File: src/rtl/btn_input_port.sv
// Push-button input port: synchronise, debounce, latch press events,
// expose them to the CPU with a clear-on-read strobe and a level IRQ.
//
// Ports:
//   CLK        CPU clock
//   RESET_N    async active-low reset
//   BTN_IN     raw active-low button pins (asynchronous to CLK)
//   RD         one-cycle read strobe
//   RD_DATA    {PRESS_PEND, BTN_STATE} captured on RD
//   BTN_STATE  debounced state, 1 = pressed
//   PRESS_PEND sticky press-event flags
//   IRQ        registered OR of PRESS_PEND
module btn_input_port #(
    parameter int N        = 4,
    parameter int DEBOUNCE = 50000
) (
    input  logic           CLK,
    input  logic           RESET_N,
    input  logic [N-1:0]   BTN_IN,
    input  logic           RD,
    output logic [2*N-1:0] RD_DATA,
    output logic [N-1:0]   BTN_STATE,
    output logic [N-1:0]   PRESS_PEND,
    output logic           IRQ
);

    localparam int CNT_W = $clog2(DEBOUNCE) + 1;
    localparam logic [CNT_W-1:0] CNT_MAX = CNT_W'(DEBOUNCE - 1);

    logic [N-1:0]     r_sync1;
    logic [N-1:0]     r_sync2;
    logic [CNT_W-1:0] r_cnt [N];
    logic [N-1:0]     r_state;
    logic [N-1:0]     r_prev;
    logic [N-1:0]     r_pend;
    logic             r_irq;
    logic [2*N-1:0]   r_rd_data;

    logic [N-1:0]     w_s;
    logic [N-1:0]     w_press;
    logic [N-1:0]     w_state_nxt;
    logic [CNT_W-1:0] w_cnt_nxt [N];
    logic [N-1:0]     w_pend_nxt;

    // Pins are active-low; flip after synchronising so s is 1 = pressed
    assign w_s     = ~r_sync2;
    assign w_press = r_state & ~r_prev;

    // Per-bit debounce: count consecutive cycles of disagreement,
    // any return to agreement restarts the count.
    always_comb begin
        w_state_nxt = r_state;
        for (int i = 0; i < N; i++) begin
            w_cnt_nxt[i] = '0;
            if (w_s[i] != r_state[i]) begin
                if (r_cnt[i] == CNT_MAX) begin
                    w_state_nxt[i] = w_s[i];
                end else begin
                    w_cnt_nxt[i] = r_cnt[i] + CNT_W'(1);
                end
            end
        end
    end

    // A read clears what was pending but keeps a press landing this cycle
    always_comb begin
        if (RD) begin
            w_pend_nxt = w_press;
        end else begin
            w_pend_nxt = r_pend | w_press;
        end
    end

    always_ff @(posedge CLK or negedge RESET_N) begin
        if (!RESET_N) begin
            r_sync1   <= '1;
            r_sync2   <= '1;
            for (int i = 0; i < N; i++) begin
                r_cnt[i] <= '0;
            end
            r_state   <= '0;
            r_prev    <= '0;
            r_pend    <= '0;
            r_irq     <= 1'b0;
            r_rd_data <= '0;
        end else begin
            r_sync1 <= BTN_IN;
            r_sync2 <= r_sync1;
            for (int i = 0; i < N; i++) begin
                r_cnt[i] <= w_cnt_nxt[i];
            end
            r_state <= w_state_nxt;
            r_prev  <= r_state;
            r_pend  <= w_pend_nxt;
            r_irq   <= |r_pend;
            if (RD) begin
                r_rd_data <= {r_pend, r_state};
            end
        end
    end

    assign RD_DATA    = r_rd_data;
    assign BTN_STATE  = r_state;
    assign PRESS_PEND = r_pend;
    assign IRQ        = r_irq;

endmodule

File: config.mk
export PLATFORM = sky130hd
export DESIGN_NAME = btn_input_port
export DESIGN_NICKNAME = d
export VERILOG_FILES = /design/src/rtl/btn_input_port.sv
export SDC_FILE = /design/constraint.sdc
export NUM_CORES = 1
export LEC_CHECK = 0
export CAP_MARGIN = 20
export CORE_UTILIZATION = 64
export CTS_BUF_LIST = sky130_fd_sc_hd__clkbuf_16
export DETAILED_ROUTE_END_ITERATION = 12
export PLACE_DENSITY = 0.85
export SYNTH_ARGS = -nofsm -noshare
export SYNTH_HDL_FRONTEND = slang
export SYNTH_SLANG_ARGS = --single-unit
File: constraint.sdc
create_clock -name CLK -period 3 [get_ports CLK]
set_input_delay 0.3 -clock CLK [delete_from_list [all_inputs] [get_ports CLK]]
set_output_delay 0.3 -clock CLK [all_outputs]
set_load 0.1 [all_outputs]
# ---- Word level (Yosys, flattened, before mapping)
# Index checks and enable logic that the tools add are counted.
dict set report classes {
  addsub 4
  n_eq_ne 8
  muxes 9
  bitwise_logic 4
  n_reduce_logical 5
}
# operator n
set ops {}
lappend ops {{two-way mux 17 bit} 8}
lappend ops {{adder 17 x 1 -> 17 bit, second input constant} 4}
lappend ops {{== test 17 x 16 -> 1 bit, second input constant} 4}
lappend ops {{inverter 4 bit} 2}
lappend ops {{AND reduction 2 bit} 4}
lappend ops {{AND 4 bit} 1}
lappend ops {{two-way mux 4 bit} 1}
lappend ops {{!= test 1 bit} 4}
lappend ops {{bitwise OR 4 bit} 1}
lappend ops {{OR reduction 4 bit} 1}
dict set report word_totals {
  reg_bits 97
  in_bits 7
  out_inout_bits 17
  word_cells 44
}

# ---- Logic depth before layout (Yosys ltp)
dict set report depth {
  depth_word 4
  depth_mapped 6
  depth_no_buf 5
}

# ---- Worst setup path before layout
# OpenSTA, ideal clock, no wires.
dict set report synth_path {
  kind {reg-to-reg}
  start {reg r_cnt[44] (netlist name)}
  end {reg r_cnt[42] (netlist name)}
  setup_time_ns 0.119
  t_arrival_ns 1.769
  required_time_ns 2.881
  path_slack_ns 1.112
  path_stages_with_launch 6
  n_path_buf 1
  period_less_slack_ns 1.888
  path_cell_list {dfrtp_1 -> or4_2 -> or4_4 -> nand2_4 -> buf_8 -> nor2_1}
}
# element line_no
set synth_lines {}
lappend synth_lines {{from (decl)} 32} ;# logic [CNT_W-1:0] r_cnt [N];
lappend synth_lines {{from (signal, indexed assignment)} 90} ;# r_cnt[i] <= w_cnt_nxt[i];

# ---- Worst setup path after layout
dict set report layout_path {
  start {reg r_rd_data[6] (netlist: RD_DATA[6])}
  end {out RD_DATA[6]}
}
# element line_no
set layout_lines {}
lappend layout_lines {{from (decl)} 37} ;# logic [2*N-1:0] r_rd_data;
lappend layout_lines {{from (signal assigned)} 97} ;# r_rd_data <= {r_pend, r_state};
lappend layout_lines {{to (decl)} 21} ;# output logic [2*N-1:0] RD_DATA,
# No word-level cell between the ends.

==> flow_summary.json <==
{
  "status": "complete, but fails checks",
  "violations": "design-rule violations",
  "timing.critical_path.from_type": "flop",
  "finalHoldViolCount": 0,
  "p_total_mw": 2.456,
  "clkSinkCount": 97,
  "post_cts.repair.setup_buffers": 0,
  "detail_route.drc_violations": 2,
  "clock_skew_ns": 0.008893,
  "cts.htree.levels": 3,
  "ios": 24,
  "via_count": 3115,
  "yosysTopAreaCellShare_pct": 51.31,
  "setup_viol": 0,
  "final-max-slew-violation-count": 0,
  "critPathMaxStageDelay_ns": 1.13,
  "timing.critical_path.fanout_max": 2,
  "arr_time_crit_path_ns": 1.81,
  "crit_path_end_kind": "primary output",
  "drt_iter0_markers": 207,
  "syn_area_sq_um": 4340,
  "gr-usage-all-layers_pct": 25.64,
  "drive_gt1_share_pct": 13.03,
  "num-fill-cells": 432,
  "worst_slew_margin_relative_to_its_limit_pct": 35.53,
  "wire_length_of_the_first_global_routing_pass_um": 14190,
  "cts_root_buf": "sky130_fd_sc_hd__clkbuf_16",
  "worst_slew_pin_slew_ns": 0.9641,
  "reported_leakage_power_nw": 2.021,
  "viasPerCell": 5.967,
  "routabilityCongestion": 0.8228,
  "finish.instance_area_sq_um": 4892,
  "antenna_left": 0,
  "number_of_buffers_inserted_during_clock_tree_synthesis": 9,
  "start_util_pct": 67.20,
  "min_period_over_period_pct": 70.37,
  "cellPowerDensity_nw_per_um2": 502.0,
  "syn_inst": 409,
  "cts_max_path_buffers": 2,
  "setup_repair_after_global_routing_missed_its_margin": "no",
  "timing.critical_path.slowest_stage_cell": "sky130_fd_sc_hd__clkdlybuf4s50_1",
  "yosys.cell_count.top_type": "sky130_fd_sc_hd__dfrtp_1",
  "yosys_warnings": 0,
  "asyncSetResetFlopFracSynth_pct": 100.0,
  "whs_ns": 0.3520,
  "areaGrowthSynthToFinish_pct": 12.71,
  "worstPathBufferInverterCount": 1,
  "worstPathCellList": "clkdlybuf4s50_1",
  "grt_antenna_before_repair": 0,
  "std_cell_rows": 29,
  "final_period_minus_worst_setup_slack_ns": 2.111,
  "coreArea_sq_um": 6459,
  "maxCapViolations": 0,
  "wire_per_inst_um": 15.63,
  "synthFlopType": "sky130_fd_sc_hd__dfrtp_1",
  "synth-edff-count": 0,
  "number_of_different_library_cells_in_the_post_synthesis_netlist": 36,
  "cts.clk_slew.worst_paths_ns": 0.07,
  "postSynthAreaPerCell_sq_um": 10.61,
  "grt_pass1_vias": 3071,
  "worst_hold_path_type": "reg -> reg",
  "die_height_um": 84.35,
  "fp.dieW_um": 84.35,
  "largest_net_degree_at_the_start_of_global_routing": 42,
  "io_buffers": 23,
  "number_of_detailed_routing_iterations_run_before_antenna_repair": 9,
  "setup_total_negative_slack_ns": 0,
  "globalRoute.totalOverflow": 0,
  "worst_skew_pair.late_latency_ns": 0.34,
  "maxClockFrequency_mhz": 473.7,
  "post-synth-top-area-cell": "sky130_fd_sc_hd__dfrtp_1",
  "dp_hpwl_um": 5403,
  "antenna-diode-count": 0,
  "critical_path_required_ns": 2.70,
  "syn-num-nets": 420,
  "cts_hold_repair.buffers": 1,
  "numnets_final": 452,
  "setup.worst_path.class": "reg -> out",
  "synth_common_cells": "sky130_fd_sc_hd__dfrtp_1 (89), sky130_fd_sc_hd__nor2_1 (76), sky130_fd_sc_hd__xnor2_1 (52)",
  "resize_count_post_cts": 0,
  "synth_register_bits": 97,
  "ys_top_cells_by_area": "sky130_fd_sc_hd__dfrtp_1 (51%), sky130_fd_sc_hd__xnor2_1 (10%), sky130_fd_sc_hd__nor2_1 (6.6%)",
  "finalWirelength_um": 8158,
  "die_area_sq_um": 7115,
  "finish.utilization_pct": 75.75,
  "ir_worst_vdd_mv": 0.3159,
  "tritoncts": "yes",
  "detailed_place.area_sq_um": 4619,
  "critical-path-top-delay-family": "buffers and inverters",
  "yosysSeqAreaShare_pct": 56.15
}
-- metal layers --
metal | GRT usage (%) | wire [um] | vias up
met3 | 5.113 | 427 | 10
li1 | - | - | 1467
met5 | 0 | 0 | -
met2 | 42.92 | 4119 | 97
met4 | 7.088 | 83 | 0
met1 | 34.74 | 3528 | 1541
-- state kept, by name (all words and copies together), names as in the netlist --
register / flops
r_sync1: 4
r_prev: 4
BTN_STATE: 4
IRQ: 1
r_cnt: 68
r_sync2: 4
RD_DATA: 8
PRESS_PEND: 4
-- cells in the final DEF, fill, tap and decap left out, types with 2 or more instances in the layout --
| cell | n |
|---|---|
| sky130_fd_sc_hd__nand2_1 | 18 |
| sky130_fd_sc_hd__clkdlybuf4s50_1 | 8 |
| sky130_fd_sc_hd__dfrtp_1 | 89 |
| sky130_fd_sc_hd__nor2_1 | 76 |
| sky130_fd_sc_hd__clkinvlp_4 | 4 |
| sky130_fd_sc_hd__and3_1 | 4 |
| sky130_fd_sc_hd__and4_1 | 2 |
| sky130_fd_sc_hd__mux2_2 | 8 |
| sky130_fd_sc_hd__mux2i_1 | 3 |
| sky130_fd_sc_hd__nand3_1 | 23 |
| sky130_fd_sc_hd__xor2_1 | 9 |
| sky130_fd_sc_hd__xnor2_1 | 52 |
| sky130_fd_sc_hd__clkbuf_16 | 9 |
| sky130_fd_sc_hd__a21oi_1 | 3 |
| sky130_fd_sc_hd__or4_1 | 2 |
| sky130_fd_sc_hd__dfstp_2 | 8 |
| sky130_fd_sc_hd__nor4_1 | 19 |
| sky130_fd_sc_hd__nand4_1 | 21 |
| sky130_fd_sc_hd__nor3_1 | 14 |
| sky130_fd_sc_hd__o22ai_1 | 4 |
| sky130_fd_sc_hd__ha_1 | 4 |
| sky130_fd_sc_hd__nor4b_1 | 3 |
| sky130_fd_sc_hd__o21ai_0 | 3 |
| sky130_fd_sc_hd__or3_1 | 4 |
| sky130_fd_sc_hd__buf_4 | 19 |
| sky130_fd_sc_hd__or2_2 | 4 |
| sky130_fd_sc_hd__inv_1 | 21 |
-- stage by stage --
| stage | worst slack [ns] | std cells |
|---|---|---|
| after detailed placement | 0.9421 | 506 |
| after global routing | 0.7986 | 522 |
| after CTS | 0.8819 | 522 |
| after floorplan | 1.112 | 409 |
| after global placement | 1.023 | 506 |
| final | 0.8888 | 522 |
-- kinds of logic after synthesis --
group,after synthesis,synth area share [%]
compound gates,14,2.565
xor+xnor,61,12.31
flops,97,56.15
fa+ha+maj,4,1.153
buf+inv,27,2.652
simple gates,195,22.40
mux,11,2.767
-- where the power goes --
part	internal [mW]	switching [mW]
combinational	0.0296	0.0564
clock	0.551	0.469
sequential	1.33	0.0191
total	1.91	0.545
-- final cells by class --
type | count | area, sq um | share of cell area [%]
Clock inverter | 6 | 37.54 | 0.7673
Inverter | 20 | 75.07 | 1.535
Timing Repair Buffer | 28 | 232.7 | 4.757
Tap cell | 77 | 96.34 | 1.969
Clock buffer | 9 | 225.2 | 4.604
Sequential cell | 97 | 2437 | 49.82
Multi-Input combinational cell | 285 | 1788 | 36.55
-- path summary, 6_finish.rpt --
path,startpoint,to,slack (ns),cells after the start
max in group asynchronous,RESET_N,r_sync2[1],1.72,3
worst max register to register,r_cnt[63],r_cnt[61],0.93,3
worst min-delay path,r_sync1[2],r_sync2[2],0.35,0
min in group asynchronous,RESET_N,r_cnt[65],0.47,2
worst min register to register,r_sync1[2],r_sync2[2],0.35,0
worst max-delay path,RD_DATA[6],RD_DATA[6],0.89,1
Power figures use the tool's default switching activity.
